**config.mk**
```make
export PLATFORM = sky130hd
export DESIGN_NAME = dmem_arbiter
export DESIGN_NICKNAME = d
export VERILOG_FILES = /design/src/rtl/dmem_arbiter_pkg.sv /design/src/rtl/rr_picker.sv /design/src/rtl/dmem_arbiter.sv
export SDC_FILE = /design/constraint.sdc
export NUM_CORES = 1
export LEC_CHECK = 0
export ABC_AREA = 0
export BUFFER_PORTS_ARGS = -buffer_cell sky130_fd_sc_hd__buf_2
export CAP_MARGIN = 40
export CORE_AREA = 5 5 158 160
export DETAILED_ROUTE_END_ITERATION = 8
export DIE_AREA = 0 0 163 165
export PLACE_DENSITY = 0.48
export SYNTH_ARGS = -nofsm -noshare
export SYNTH_HDL_FRONTEND = slang
export SYNTH_SLANG_ARGS = --single-unit
```
**constraint.sdc**
```tcl
create_clock -name clk -period 2.9 [get_ports clk]
set_clock_uncertainty 0.15 [all_clocks]
set_input_delay 0.29 -clock clk [delete_from_list [all_inputs] [get_ports clk]]
set_output_delay 0.29 -clock clk [all_outputs]
set_load 0.02 [all_outputs]
```
**src/rtl/dmem_arbiter_pkg.sv**
```systemverilog
// Shared definitions for the data-memory arbiter.
package dmem_arbiter_pkg;

    // Arbiter FSM states; kept apart from the core's own state enum.
    typedef enum logic [1:0] {
        IDLE_A  = 2'd0,
        ISSUE_A = 2'd1,
        WAIT_A  = 2'd2
    } arb_state_e;

endpackage

```
**src/rtl/rr_picker.sv**
```systemverilog
// Round-robin picker: first set request bit at or after start, wrapping.
// The request vector is doubled and shifted down by start so a plain
// lowest-bit priority search covers the wrapped range.
module rr_picker #(
    parameter int width = 4
) (
    input  logic [width-1:0]         req_i,
    input  logic [$clog2(width)-1:0] start_i,
    output logic                     found_o,
    output logic [$clog2(width)-1:0] index_o
);

    localparam int iw = $clog2(width);
    localparam logic [iw:0] width_l = (iw+1)'(width);

    logic [width-1:0] rot;
    logic [iw-1:0]    off;
    logic [iw:0]      sum;

    // rotate, priority-search lowest set bit, then map offset back to a core index
    always_comb begin
        rot     = width'({req_i, req_i} >> start_i);
        found_o = 1'b0;
        off     = '0;
        for (int i = width - 1; i >= 0; i--) begin
            if (rot[i]) begin
                found_o = 1'b1;
                off     = iw'(i);
            end
        end
        sum     = {1'b0, start_i} + {1'b0, off};
        index_o = (sum >= width_l) ? iw'(sum - width_l) : sum[iw-1:0];
    end

endmodule

```
**src/rtl/dmem_arbiter.sv**
```systemverilog
// Round-robin arbiter sharing one data-memory port between several cores.
// One transaction in flight at a time: IDLE (arbitrate) -> ISSUE (request)
// -> WAIT (response) -> IDLE.
module dmem_arbiter
    import dmem_arbiter_pkg::*;
#(
    parameter int num_cores_p  = 4,
    parameter int addr_width_p = 32,
    parameter int data_width_p = 32
) (
    input  logic                                  clk,
    input  logic                                  reset,
    input  logic [num_cores_p-1:0]                core_valid_i,
    input  logic [num_cores_p-1:0]                core_wen_i,
    input  logic [num_cores_p-1:0]                core_byte_i,
    input  logic [num_cores_p*addr_width_p-1:0]   core_addr_i,
    input  logic [num_cores_p*data_width_p-1:0]   core_wdata_i,
    output logic [num_cores_p-1:0]                core_yumi_o,
    output logic [num_cores_p-1:0]                core_rvalid_o,
    output logic [data_width_p-1:0]               core_rdata_o,
    input  logic [num_cores_p-1:0]                core_ryumi_i,
    output logic                                  mem_valid_o,
    output logic                                  mem_wen_o,
    output logic                                  mem_byte_o,
    output logic [addr_width_p-1:0]               mem_addr_o,
    output logic [data_width_p-1:0]               mem_wdata_o,
    input  logic                                  mem_yumi_i,
    input  logic                                  mem_rvalid_i,
    input  logic [data_width_p-1:0]               mem_rdata_i,
    output logic                                  mem_ryumi_o,
    output logic [$clog2(num_cores_p)-1:0]        grant_o,
    output logic                                  busy_o,
    output logic                                  error_o
);

    localparam int gw = $clog2(num_cores_p);
    localparam logic [gw-1:0] last_core = gw'(num_cores_p - 1);

    arb_state_e state_r, state_n;
    logic [gw-1:0] grant_r, grant_n;
    logic [gw-1:0] rr_ptr_r, rr_ptr_n;
    logic          error_r, error_set;

    logic          pick_found;
    logic [gw-1:0] pick_idx;

    logic [num_cores_p-1:0]  grant_oh;
    logic                    sel_valid, sel_wen, sel_byte, sel_ryumi;
    logic [addr_width_p-1:0] sel_addr;
    logic [data_width_p-1:0] sel_wdata;

    rr_picker #(.width(num_cores_p)) u_picker (
        .req_i   (core_valid_i),
        .start_i (rr_ptr_r),
        .found_o (pick_found),
        .index_o (pick_idx)
    );

    assign grant_oh = num_cores_p'(1) << grant_r;
    assign grant_o  = grant_r;
    assign busy_o   = (state_r != IDLE_A);
    assign error_o  = error_r;

    // select the granted core's request and ack fields
    always_comb begin
        sel_valid = 1'b0;
        sel_wen   = 1'b0;
        sel_byte  = 1'b0;
        sel_ryumi = 1'b0;
        sel_addr  = '0;
        sel_wdata = '0;
        for (int i = 0; i < num_cores_p; i++) begin
            if (grant_r == gw'(i)) begin
                sel_valid = core_valid_i[i];
                sel_wen   = core_wen_i[i];
                sel_byte  = core_byte_i[i];
                sel_ryumi = core_ryumi_i[i];
                sel_addr  = core_addr_i[i*addr_width_p +: addr_width_p];
                sel_wdata = core_wdata_i[i*data_width_p +: data_width_p];
            end
        end
    end

    // next state, pointer update, handshake routing and protocol-error detection
    always_comb begin
        state_n       = state_r;
        grant_n       = grant_r;
        rr_ptr_n      = rr_ptr_r;
        error_set     = 1'b0;
        mem_valid_o   = 1'b0;
        mem_wen_o     = 1'b0;
        mem_byte_o    = 1'b0;
        mem_addr_o    = '0;
        mem_wdata_o   = '0;
        mem_ryumi_o   = 1'b0;
        core_yumi_o   = '0;
        core_rvalid_o = '0;
        core_rdata_o  = '0;
        case (state_r)
            IDLE_A: begin
                // a response with nothing outstanding is dropped
                error_set = mem_rvalid_i;
                if (pick_found) begin
                    grant_n = pick_idx;
                    state_n = ISSUE_A;
                end
            end
            ISSUE_A: begin
                error_set   = mem_rvalid_i;
                mem_valid_o = sel_valid;
                mem_wen_o   = sel_wen;
                mem_byte_o  = sel_byte;
                mem_addr_o  = sel_addr;
                mem_wdata_o = sel_wdata;
                core_yumi_o = grant_oh & {num_cores_p{mem_yumi_i}};
                if (!sel_valid) begin
                    // withdrawn request: no traffic, pointer keeps its place
                    state_n = IDLE_A;
                end else if (mem_yumi_i) begin
                    state_n = WAIT_A;
                end
            end
            WAIT_A: begin
                core_rvalid_o = grant_oh & {num_cores_p{mem_rvalid_i}};
                core_rdata_o  = mem_rdata_i;
                mem_ryumi_o   = sel_ryumi;
                if (mem_rvalid_i && sel_ryumi) begin
                    state_n  = IDLE_A;
                    rr_ptr_n = (grant_r == last_core) ? '0 : grant_r + gw'(1);
                end
            end
            default: state_n = IDLE_A;
        endcase
        if (mem_yumi_i && !mem_valid_o) begin
            error_set = 1'b1;
        end
    end

    // state, grant, rotation pointer and sticky error registers
    always_ff @(posedge clk or posedge reset) begin
        if (reset) begin
            state_r  <= IDLE_A;
            grant_r  <= '0;
            rr_ptr_r <= '0;
            error_r  <= 1'b0;
        end else begin
            state_r  <= state_n;
            grant_r  <= grant_n;
            rr_ptr_r <= rr_ptr_n;
            error_r  <= error_r | error_set;
        end
    end

endmodule

```
# Word-level counts from Yosys, hierarchy flattened
# Cells that the tools add are included.
word_totals:
  regBits: 7
  latch_bits: 0
  ramBits: 0
  mem_bits_ro: 0
  in_bits: 308
  out_inout_bits: 112
  wordCells: 81
  n_memories: 0
classes:
  n_addsub: 3
  n_mul: 0
  div_mod_pow: 0
  n_lt_le_gt_ge: 1
  n_eq_ne: 8
  shifts: 2
  mux: 50
  n_bitwise: 3
  reduce_logical: 10
op_table:
  columns: ["op", "n"]
  rows:
  - ["$mux 32", 11]
  - ["$mux 1", 26]
  - ["$mux 2", 10]
  - ["$and 4x4->4", 2]
  - ["$mux 4", 2]
  - ["$shr 8x2->4", 1]
  - ["$eq 2x2->1 const B", 3]
  - ["$pmux 2 s3", 1]
  - ["$eq 2x1->1 const B", 2]
  - ["$logic_not 2->1", 2]
  - ["$ne 2x2->1 const B", 2]
  - ["$reduce_and 2->1", 2]
  - ["$shl 1x2->4 const A", 1]
  - ["$add 2x2->3", 1]
  - ["$ge 3x3->1 const B", 1]
  - ["$ne 3x3->1 const B", 1]
  - ["$reduce_and 3->1", 1]
  - ["$add 2x1->2 const B", 1]
  - ["$logic_and 1x1->1", 2]
  - ["$reduce_bool 2->1", 1]
  - ["$reduce_or 2->1", 1]
  - ["$sub 2x1->2 const B", 1]
  - ["$logic_not 1->1", 1]
  - ["$or 1x1->1", 1]

# Longest topological paths before layout
depth:
  ltp_word: 10
  mapped_depth: 9
  ltp_nobuf: 8

# Modules after synthesis
# From an unflattened synthesis, not the netlist that was laid out.
hier_totals:
  cells_unflattened: 421
  area_unflattened_um2: 2755.1
by_module_without_submodules:
  columns: ["mod", "instances", "cells_per_inst", "area_each_um2", "seq_area_each_um2"]
  rows:
  - ["dmem_arbiter", 1, 398, 2575.0, 175.2]
  - ["rr_picker", 1, 23, 180.2, 0.0]

# Worst setup path before layout
# OpenSTA, ideal clock, no wires.
synth_path:
  path_kind: "register to output"
  start: "reg grant_r[1] (netlist: grant_o[1])"
  end: "out mem_addr_o[0]"
  arrival_time_ns: 1.856
  t_required_ns: 2.460
  setup_slack_ns: 0.604
  stages_incl_launch_ff: 10
  n_path_buf: 3
  path_cell_list: "dfrtp_1 inv_1 ha_1 buf_4 nor2b_2 buf_4 buf_2 a22oi_1 o21ai_0 a22o_1"
synth_between:
  elab_chain_len: 6
  word_cells_on_any_way: 9
  classes_between: "eq/ne: 3; mux: 5; reduce/logical: 1"
synth_rtl:
  columns: ["element", "line_no", "rtl"]
  rows:
  - ["from (decl)", "dmem_arbiter.sv:40", "logic [gw-1:0] grant_r, grant_n;"]
  - ["from (signal assigned)", "dmem_arbiter.sv:148", "grant_r <= grant_n;"]
  - ["$logic_not 2->1", "dmem_arbiter.sv:73", "if (grant_r == gw'(i)) begin"]
  - ["$mux 32 (3 in a row)", "dmem_arbiter.sv:73", null]
  - ["$mux 32 (*)", "dmem_arbiter.sv:73", null]
  - ["$mux 32 (*)", "dmem_arbiter.sv:99", "case (state_r)"]
  - ["to (decl)", "dmem_arbiter.sv:25", "output logic [addr_width_p-1:0] mem_addr_o,"]
# Mark *: on every way between the ends. The rest lies on a longest branch, timed or not.

# Worst setup path in the final report
layout_path:
  start: "reg grant_r[0] (netlist: grant_o[0])"
  end: "out mem_wdata_o[0]"
layout_between:
  elab_chain_len: 6
  word_cells_on_any_way: 9
  classes_between: "eq/ne: 3; mux: 5; reduce/logical: 1"
layout_rtl:
  columns: ["element", "line_no", "rtl"]
  rows:
  - ["$logic_not 2->1", "dmem_arbiter.sv:73", null]
  - ["$mux 32 (3 in a row)", "dmem_arbiter.sv:73", null]
  - ["$mux 32 (*)", "dmem_arbiter.sv:73", null]
  - ["$mux 32 (*)", "dmem_arbiter.sv:99", null]
  - ["to (decl)", "dmem_arbiter.sv:26", "output logic [data_width_p-1:0] mem_wdata_o,"]
# Marked as above.

==> results.py <==
metrics = {
    "drt": {
        "vias_per_cell": 4.32,
        "drc": 0,
        "totalWireLength_mm": 18.0,
        "vias": 4849,
        "wire_per_inst_um": 16.1,
        "firstDrtPassIters": 5,
        "postRouteAntennaNets": 0,
        "drt-initial-drc-count": 261,
    },
    "outcome": {
        "status": "finished, final reports clean",
    },
    "floorplanning": {
        "std_cell_rows": 56,
        "core-area_sq_um": 23300,
        "die-area_sq_um": 26900,
        "start_util_pct": 11.6,
        "die_y_um": 165,
        "dieWidth_um": 163,
        "pin_count": 420,
    },
    "run": {
        "cap_viol_max_count": 0,
    },
    "grt": {
        "first_global_vias": 4770,
        "grt_util_all_layers_pct": 11.8,
        "grt_max_degree": 70,
        "grt_first_pass_wirelength_mm": 25.8,
        "antenna_found_initial": 4,
        "gr-total-overflow": 0,
    },
    "sta": {
        "tightest_slew_ns": 0.396,
        "rsz0062_at_grt": "false",
        "hold_viol": 0,
        "slew_violations": 0,
        "setup_viol": 0,
        "max-slew-margin-rel_pct": 73.6,
        "fmax_mhz": 367,
        "fin_tns_setup_ns": 0,
        "fin_crit_sh_pct": 93.9,
        "period_needed_ns": 2.72,
    },
    "logic_synthesis": {
        "synth_area_sq_um": 2700,
        "syn-num-nets": 731,
        "ys_ff_latch": 7,
        "syn_avg_cell_area_sq_um": 6.47,
        "ys_warn_count": 0,
        "synthTopCellsByArea": "a22o_1, a22oi_1, o21ai_0, nand2_1, and2_1",
        "synthCells": 418,
        "synth_top_cell_area_share_pct": 21.7,
        "synth.largest_area_cell": "a22o_1",
        "yosysUniqueCellTypes": 37,
        "yosysSeqAreaShare_pct": 6.48,
    },
    "min_path": {
        "hold_class": "in -> reg",
    },
    "pwr": {
        "p_seq_share_pct": 4.0,
        "share_comb_of_total_power_pct": 91.2,
        "ir_worst_vdd_uv": 1090,
        "p_sw_share_pct": 58.9,
        "power.total_uw": 4980,
        "p_leak_uw": 0.00287,
        "clkPwrFrac_pct": 4.7,
        "p_per_area_nw_per_um2": 947,
        "switchingPower_uw": 2930,
        "p_int_uw": 2040,
    },
    "clocking": {
        "cts_made_buffers": 3,
        "clkTransAtPathRegs_ns": 0.04,
        "cts_resized": 0,
        "holdBufCountCts": 1,
        "cts_sinks": 7,
        "cts_tree": "yes",
        "cts-root-buf": "clkbuf_16",
        "clock_latency_ns": 0.23,
        "cts_setup_buffers": 0,
        "htreeDepth": 1,
        "cts_buffer_depth": 2,
    },
    "critical_path": {
        "start_kind": "register",
        "critical_path_required_ns": 2.46,
        "rrSetupSlack_ns": 0.61,
        "criticalPathCategory": "reg -> out",
        "cp.arrival_ns": 2.28,
        "crit_path_end_kind": "output port",
        "cp_max_fo": 34,
    },
    "final_layout": {
        "final_net_count": 1116,
        "nFillCells": 2655,
        "drive_gt1_share_pct": 55.4,
        "final_util_pct": 22.6,
        "area_growth_pct": 94.5,
        "layout.cells.non_filler": 1123,
    },
    "place": {
        "gp_congestion": 0.798,
        "portBuffers": 419,
        "detailed_place_hpwl_mm": 14.7,
        "placed_cells": 1116,
    },
}
## final timing paths
check,from,end,depth (start not counted)
setup / recovery,grant_o[0],mem_wdata_o[0],8
hold / removal,mem_yumi_i,state_r[0],2
setup reg to reg,grant_o[1],rr_ptr_r[0],7
hold reg to reg,error_o,error_o,1
max in group asynchronous,reset,error_o,3
min in group asynchronous,reset,grant_o[0],3
## kinds of logic (layout without fill, tap and decap cells)
kind of cell / Yosys count / after routing / synth area share [%]
AOI/OAI and AO/OA: 213 / 213 / 56.5
buffers and inverters: 56 / 440 / 9.07
adders and majority gates: 5 / 5 / 2.31
and+or+nand+nor: 131 / 131 / 23.4
DFF: 7 / 7 / 6.48
muxes: 4 / 4 / 1.57
other: 0 / 2 / 0
xor gates and xnor gates: 2 / 2 / 0.648
## per-layer routing
layer	up-vias	global-route usage (%)	share of wire, %
li1	2354	-	-
met2	314	21.5	50
met4	2	1.52	1.2
met3	23	3.27	11
met1	2156	14.1	38
met5	-	0	0.072
## area by class of cell
type,instances,area (sq um),area share (%)
Sequential cell,7,175,3.33
Inverter,6,22.5,0.428
Antenna cell,2,5.00,0.0952
Multi-Input combinational cell,355,2310,43.9
Tap cell,319,399,7.59
Timing Repair Buffer,430,2270,43.2
Clock buffer,4,78.8,1.50
## flip-flops by register name, indices dropped and copies added, names as in the netlist
name	flops
state_r	2
error_o	1
grant_o	2
rr_ptr_r	2
## synthesized netlist by cell type
master and instances:
a211oi_1 2, a211oi_2 1, a21oi_1 3, a221o_1 2
a22o_1 67, a22oi_1 66, a32oi_1 1, a32oi_2 1
and2_1 34, and2b_1 1, and3_1 8, buf_1 2
buf_2 22, buf_4 2, clkbuf_1 24, dfrtp_1 7
ha_1 5, inv_1 5, inv_2 1, mux2_1 1
mux2_2 1, mux2i_1 2, nand2_1 69, nand2b_1 1
nand3_1 2, nand3b_1 1, nor2_1 8, nor2b_1 1
nor2b_2 2, nor3_1 1, nor3b_1 1, nor4_1 1
o21ai_0 68, o21bai_1 1, o311a_1 1, or2_2 1
xnor2_1 2
## stage by stage
step	hold slack (ns)	setup WS (ns)	area, sq um
floorplan	-0.0566	0.604	2700
finish	0.200	0.176	5260
detailed placement	0.100	0.393	5160
CTS	0.198	0.122	5250
global placement	0.0994	0.409	5160
global route	0.211	0.0133	5260
## worst max-delay path, cell delays in order (launching register included)
cell and delay [ns]:
dfrtp_1 0.42, inv_1 0.16, ha_1 0.23, nor2b_4 0.24, buf_12 0.22, a22oi_1 0.10
o21ai_0 0.31, a22o_1 0.17, buf_2 0.17
## power groups by stage
stage | logic [uW] | registers, uW | clock network [uW]
2_1_floorplan | 3010 | 192 | 0
3_3_place_gp | 4600 | 200 | 0
3_5_place_dp | 4590 | 202 | 0
4_1_cts | 4620 | 201 | 240
5_1_grt | 5000 | 209 | 247
6_report | 4540 | 201 | 236
## cells in the final DEF (no fill, tap or decap), types with 2 or more instances in the layout
cell and n:
a211oi_1 2, a21oi_1 3, a221o_1 2, a22o_1 67
a22oi_1 66, and2_1 33, and3_1 8, buf_12 7
buf_2 419, buf_4 3, clkbuf_16 3, dfrtp_1 7
diode_2 2, ha_1 3, inv_1 5, mux2i_1 2
nand2_1 69, nand3_1 2, nor2_1 7, o21ai_0 68
xnor2_1 2
Note: power is estimated with default switching activity, not from simulation.
